## config.mk

```make
export PLATFORM = sky130hd
export DESIGN_NAME = add_round_key_seq
export DESIGN_NICKNAME = d
export VERILOG_FILES = /design/src/rtl/aes_pkg.sv /design/src/rtl/round_key_bank.sv /design/src/rtl/add_round_key_seq.sv
export SDC_FILE = /design/constraint.sdc
export NUM_CORES = 2
export LEC_CHECK = 0
export ABC_CLOCK_PERIOD_IN_PS = 131900
export CORE_ASPECT_RATIO = 0.6
export CORE_UTILIZATION = 55
export DETAILED_ROUTE_END_ITERATION = 10
export PLACE_DENSITY = 0.73
export SYNTH_ARGS = -nofsm -noshare
export SYNTH_HDL_FRONTEND = slang
export SYNTH_SLANG_ARGS = --single-unit
```

## constraint.sdc

```tcl
create_clock -name clk -period 131.9 [get_ports clk]
set_input_delay 13.19 -clock clk [delete_from_list [all_inputs] [get_ports clk]]
set_output_delay 13.19 -clock clk [all_outputs]
set_load 0.02 [all_outputs]
```

## src/rtl/aes_pkg.sv

```systemverilog
// Shared AES types for the AddRoundKey engine: block type, FSM states and a
// lane-width legality check used at elaboration.
package aes_pkg;

  localparam int AES_BLOCK_W = 128;

  typedef logic [AES_BLOCK_W-1:0] aes_block_t;

  typedef enum logic [1:0] {
    IDLE = 2'd0,
    XOR  = 2'd1,
    HOLD = 2'd2
  } ark_state_t;

  // A lane must divide the block evenly into a power-of-two number of beats.
  function automatic bit lane_w_valid(input int lane_w);
    return (lane_w == 8) || (lane_w == 16) || (lane_w == 32) ||
           (lane_w == 64) || (lane_w == 128);
  endfunction

endpackage

```

## src/rtl/round_key_bank.sv

```systemverilog
// Round-key register file: one write port, one combinational read port with
// write-first bypass, cleared by asynchronous reset.
module round_key_bank
  import aes_pkg::*;
#(
  parameter  int NUM_KEYS = 15,
  localparam int KIDX_W   = $clog2(NUM_KEYS)
) (
  input  logic              clk,
  input  logic              rst,
  input  logic              wr_en_i,
  input  logic [KIDX_W-1:0] wr_idx_i,
  input  aes_block_t        wr_data_i,
  input  logic [KIDX_W-1:0] rd_idx_i,
  output aes_block_t        rd_data_o,
  output logic              rd_in_range_o
);

  localparam logic [KIDX_W:0] NK = (KIDX_W+1)'(NUM_KEYS);

  aes_block_t bank_q [NUM_KEYS];
  logic       wr_in_range;
  logic       rd_in_range;

  assign wr_in_range   = ({1'b0, wr_idx_i} < NK);
  assign rd_in_range   = ({1'b0, rd_idx_i} < NK);
  assign rd_in_range_o = rd_in_range;

  always_ff @(posedge clk or posedge rst) begin
    if (rst) begin
      for (int i = 0; i < NUM_KEYS; i++) begin
        bank_q[i] <= '0;
      end
    end else if (wr_en_i && wr_in_range) begin
      bank_q[wr_idx_i] <= wr_data_i;
    end
  end

  // Out-of-range reads return zero so the caller's XOR leaves data unchanged.
  always_comb begin
    rd_data_o = '0;
    if (rd_in_range) begin
      if (wr_en_i && (wr_idx_i == rd_idx_i)) begin
        rd_data_o = wr_data_i;
      end else begin
        rd_data_o = bank_q[rd_idx_i];
      end
    end
  end

endmodule

```

## src/rtl/add_round_key_seq.sv

```systemverilog
// Lane-serial AddRoundKey: accepts a state and round index, snapshots the round
// key, XORs LANE_W bits per cycle and holds the result until it is taken.
module add_round_key_seq
  import aes_pkg::*;
#(
  parameter  int LANE_W   = 32,
  parameter  int NUM_KEYS = 15,
  localparam int KIDX_W   = $clog2(NUM_KEYS)
) (
  input  logic              clk,
  input  logic              rst,
  input  logic              key_wr_en,
  input  logic [KIDX_W-1:0] key_wr_idx,
  input  aes_block_t        key_wr_data,
  input  logic              in_valid,
  output logic              in_ready,
  input  aes_block_t        in_data,
  input  logic [KIDX_W-1:0] in_round,
  output logic              out_valid,
  input  logic              out_ready,
  output aes_block_t        out_data,
  output logic [KIDX_W-1:0] out_round,
  output logic              out_err,
  output ark_state_t        state_o
);

  localparam int BEATS = AES_BLOCK_W / LANE_W;
  localparam int CNT_W = (BEATS > 1) ? $clog2(BEATS) : 1;
  localparam logic [CNT_W-1:0] LAST = CNT_W'(BEATS - 1);

  if (!lane_w_valid(LANE_W)) begin : g_bad_lane_w
    $error("add_round_key_seq: LANE_W must be 8, 16, 32, 64 or 128");
  end

  // Handshakes: a transfer occurs on a rising edge where valid and ready are
  // both high; valid never waits on ready, and ready/valid depend on state only.

  ark_state_t        state_q, state_d;
  logic [CNT_W-1:0]  cnt_q, cnt_d;
  aes_block_t        work_q, work_d;
  aes_block_t        key_q, key_d;
  logic [KIDX_W-1:0] round_q, round_d;
  logic              err_q, err_d;
  aes_block_t        out_data_q, out_data_d;
  logic [KIDX_W-1:0] out_round_q, out_round_d;
  logic              out_err_q, out_err_d;

  aes_block_t        bank_rd;
  logic              bank_rd_in_range;

  round_key_bank #(
    .NUM_KEYS (NUM_KEYS)
  ) u_bank (
    .clk           (clk),
    .rst           (rst),
    .wr_en_i       (key_wr_en),
    .wr_idx_i      (key_wr_idx),
    .wr_data_i     (key_wr_data),
    .rd_idx_i      (in_round),
    .rd_data_o     (bank_rd),
    .rd_in_range_o (bank_rd_in_range)
  );

  always_ff @(posedge clk or posedge rst) begin
    if (rst) begin
      state_q     <= IDLE;
      cnt_q       <= '0;
      work_q      <= '0;
      key_q       <= '0;
      round_q     <= '0;
      err_q       <= 1'b0;
      out_data_q  <= '0;
      out_round_q <= '0;
      out_err_q   <= 1'b0;
    end else begin
      state_q     <= state_d;
      cnt_q       <= cnt_d;
      work_q      <= work_d;
      key_q       <= key_d;
      round_q     <= round_d;
      err_q       <= err_d;
      out_data_q  <= out_data_d;
      out_round_q <= out_round_d;
      out_err_q   <= out_err_d;
    end
  end

  always_comb begin
    state_d     = state_q;
    cnt_d       = cnt_q;
    work_d      = work_q;
    key_d       = key_q;
    round_d     = round_q;
    err_d       = err_q;
    out_data_d  = out_data_q;
    out_round_d = out_round_q;
    out_err_d   = out_err_q;
    unique case (state_q)
      IDLE: begin
        if (in_valid) begin
          work_d  = in_data;
          key_d   = bank_rd;
          round_d = in_round;
          err_d   = !bank_rd_in_range;
          cnt_d   = '0;
          state_d = XOR;
        end
      end
      XOR: begin
        for (int i = 0; i < BEATS; i++) begin
          if (cnt_q == CNT_W'(i)) begin
            work_d[i*LANE_W +: LANE_W] = work_q[i*LANE_W +: LANE_W] ^ key_q[i*LANE_W +: LANE_W];
          end
        end
        // The output register captures the completed block on the final lane.
        if (cnt_q == LAST) begin
          out_data_d  = work_d;
          out_round_d = round_q;
          out_err_d   = err_q;
          state_d     = HOLD;
        end else begin
          cnt_d = cnt_q + 1'b1;
        end
      end
      HOLD: begin
        if (out_ready) begin
          state_d = IDLE;
        end
      end
      default: state_d = IDLE;
    endcase
  end

  assign in_ready  = (state_q == IDLE);
  assign out_valid = (state_q == HOLD);
  assign out_data  = out_data_q;
  assign out_round = out_round_q;
  assign out_err   = out_err_q;
  assign state_o   = state_q;

endmodule
```

==> impl_metrics.env <==
export IMPL_synth_most_common_cell="dfrtp_1"
export IMPL_gp_congestion=0.910
export IMPL_grt_pass1_vias=69700
export IMPL_cts_htree_levels=4
export IMPL_syn_area_per_cell_um2=13.7
export IMPL_r2r_start="state_o[0]"
export IMPL_num_io_pins=406
export IMPL_internal_power_w=0.00154
export IMPL_start_util=0.556
export IMPL_synthTopCellsByArea="dfrtp_1 (55%), mux2_2 (19%), mux4_2 (5.5%), mux2i_1 (3.7%), o21ai_0 (1.8%)"
export IMPL_drv_slew=0
export IMPL_drive_above_1_share=0.341
export IMPL_finClkSkew_ns=0.0469
export IMPL_drt_iter0_drc=7016
export IMPL_stdcell_count=10300
export IMPL_cts_setup_buffers=0
export IMPL_r2r_setup_slack_ns=127.71
export IMPL_end_kind="async pin"
export IMPL_nets=7908
export IMPL_max_slew_worst_pin_slew_ns=1.24
export IMPL_cts_buffers=216
export IMPL_synthCells=7628
export IMPL_slew_limit_headroom=0.173
export IMPL_grt_ovfl_total=0
export IMPL_path_clk_slew_ns=0.07
export IMPL_cts_sinks=2318
export IMPL_timing_rr_end="key_q[115]"
export IMPL_finalCritPeriodShare=0.146
export IMPL_place_inst=9917
export IMPL_portBuffers=405
export IMPL_pwr_share_clk=0.287
export IMPL_setup_viol_count_final=0
export IMPL_syn_nets=7901
export IMPL_drc=0
export IMPL_clk_insertion_delay_late_ns=0.87
export IMPL_pre_cts_ws_ns=111.61
export IMPL_worst_slack_ns=112.69
export IMPL_grt_antenna_before_repair=37
export IMPL_avgViaCountPerCell=6.58
export IMPL_yosysUniqueCellTypes=37
export IMPL_cts_tree="done"
export IMPL_clockBufferDepth=4
export IMPL_ys_seq_area_frac=0.555
export IMPL_grt_pass1_wl_um=455000
export IMPL_leakage_nw=49.6
export IMPL_rows=123
export IMPL_min_path_type="reg -> reg"
export IMPL_p_sw_w=0.000685
export IMPL_root_buffer="clkbuf_16"
export IMPL_worstHoldPathCells=2
export IMPL_comb_power_share=0.247
export IMPL_fin_tns_setup_ns=0
export IMPL_die_h_um=340
export IMPL_drv_cap=0
export IMPL_routed_wl_um=299000
export IMPL_grt_setup_unrepaired="no"
export IMPL_fill_cells=13900
export IMPL_syn_cell_area_mm2=0.105
export IMPL_dieArea_mm2=0.192
export IMPL_dr_total_vias=67800
export IMPL_dr_pass1_iters=8
export IMPL_track_usage=0.313
export IMPL_netlist_area_leader_share=0.555
export IMPL_yosys_area_top_type="dfrtp_1"
export IMPL_status="complete, no violations"
export IMPL_power_share_switching=0.308
export IMPL_hp_start="round_q[2]"
export IMPL_syn2layout_area_growth_pct=11.7
export IMPL_dieWidth_um=565
export IMPL_synthArstFlopShare=1.00
export IMPL_pwr_share_seq=0.466
export IMPL_powerDensity_mw_per_mm2=19.1
export IMPL_path_max_fanout=176
export IMPL_core_area_mm2=0.188
export IMPL_min_to="out_round[2]"
export IMPL_cts_resized=0
export IMPL_power_total_w=0.00223
export IMPL_start_kind="primary input"
export IMPL_drtAntennaViolNets=0
export IMPL_wl_per_cell_um=29.0
export IMPL_ff2ff_path_depth=6
export IMPL_hold_viol_final=0
export IMPL_dpl_hpwl_um=166000
export IMPL_synth_seq_cells=2318
export IMPL_ys_warnings_count=0
export IMPL_grt_max_degree=178
export IMPL_cts_hold_buf=0
export IMPL_worstPathArrival_ns=20.01
export IMPL_crit_type="in -> async"
export IMPL_yosys_top_cells_count="dfrtp_1 (2318), mux2_2 (1795), clkbuf_1 (417)"
export IMPL_fin_crit_ns=19.21
export IMPL_worst_ep_required_time_ns=132.70
export IMPL_synth_edf_count=0
export IMPL_synthFlopType="dfrtp_1"
export IMPL_ir_worst_vdd_mv=0.0162
export IMPL_max_freq_mhz=52.1
[cell families (layout without fill, tap and decap cells)]
family,count (synthesis),in the layout,share of synthesized area
other,0,16,0
flip-flops,2318,2318,0.555
adder cells (fa/ha/maj),4,4,0.000479
XOR/XNOR,132,132,0.0111
AO/OA/AOI/OAI,1285,1285,0.0875
multiplexers,2433,2433,0.285
buffers and inverters,866,1036,0.0366
AND/OR/NAND/NOR,590,590,0.0245
[flip-flops by register name, summed over array words and instances, names as in the netlist]
name           cells
out_round          4
out_data         128
round_q            4
cnt_q              2
err_q              1
state_o            2
work_q           128
key_q            128
u_bank.bank_q   1920
out_err            1
[cell type report]
type / instances / area (um2) / share of cell area
clock buffers: 321 / 6380 / 0.0546
clock inverters: 60 / 738 / 0.00632
inverters: 132 / 508 / 0.00435
flip-flops and latches: 2318 / 58000 / 0.497
repair buffers: 523 / 5120 / 0.0438
well taps: 2500 / 3130 / 0.0268
multi-input cells: 4444 / 42900 / 0.367
diodes: 16 / 40.0 / 0.000343
[per-layer routing]
layer  track usage  vias up  part of all wire
met4        0.0869       38             0.026
li1              -    28300                 -
met3        0.0652      518             0.076
met1         0.454    36400              0.44
met5             0        -           0.00079
met2         0.479     2573              0.46
[stage by stage]
stage / utilization / hold WS [ns] / area [um2]
2_1_floorplan: - / 0.439 / 105000
5_1_grt: 0.621 / 0.491 / 117000
3_3_place_gp: 0.583 / 0.458 / 110000
3_5_place_dp: 0.583 / 0.456 / 110000
6_report: 0.621 / 0.465 / 117000
4_1_cts: 0.621 / 0.468 / 117000
[layout by cell type, fill, tap and decap left out, drive strengths merged, types with 4 or more instances in the layout]
cell type	n
nand2b	8
ha	4
nand4	97
o21ai	390
xor2	96
o221a	128
mux4	256
mux2i	382
dfrtp	2318
a21oi	256
clkdlybuf4s50	401
diode	16
o211ai	127
buf	122
nand3	35
nand2	390
inv	137
xnor2	36
bufinv	15
clkbuf	321
nor2b	4
clkinv	37
a221o	127
nor2	45
o221ai	128
mux2	1795
a221oi	127
[worst max-delay path by stage]
stage	start	end	slack, ns	cells after the start
after floorplan	rst	cnt_q[0]	53.21	1
after CTS	rst	u_bank.bank_q[1465]	112.50	8
final	rst	u_bank.bank_q[1466]	112.69	8
after detailed placement	rst	u_bank.bank_q[1209]	111.61	8
after global placement	rst	u_bank.bank_q[1209]	111.76	8
after global routing	rst	u_bank.bank_q[698]	111.63	8
[power groups by stage]
stage / logic (W) / registers [W] / clock network, W
final: 0.000551 / 0.00104 / 0.000638
after global routing: 0.000592 / 0.00106 / 0.000675
after CTS: 0.000549 / 0.00103 / 0.000644
after detailed placement: 0.000546 / 0.00104 / 0
after global placement: 0.000525 / 0.00103 / 0
after floorplan: 0.000370 / 0.00103 / 0
[critical path, cell delays in order]
cell,delay (ns)
clkdlybuf4s50_1,0.49
inv_8,0.62
buf_12,0.78
buf_4,0.85
buf_4,0.80
buf_4,0.93
buf_4,0.95
buf_4,0.96
(Power assumes the default switching activity.)
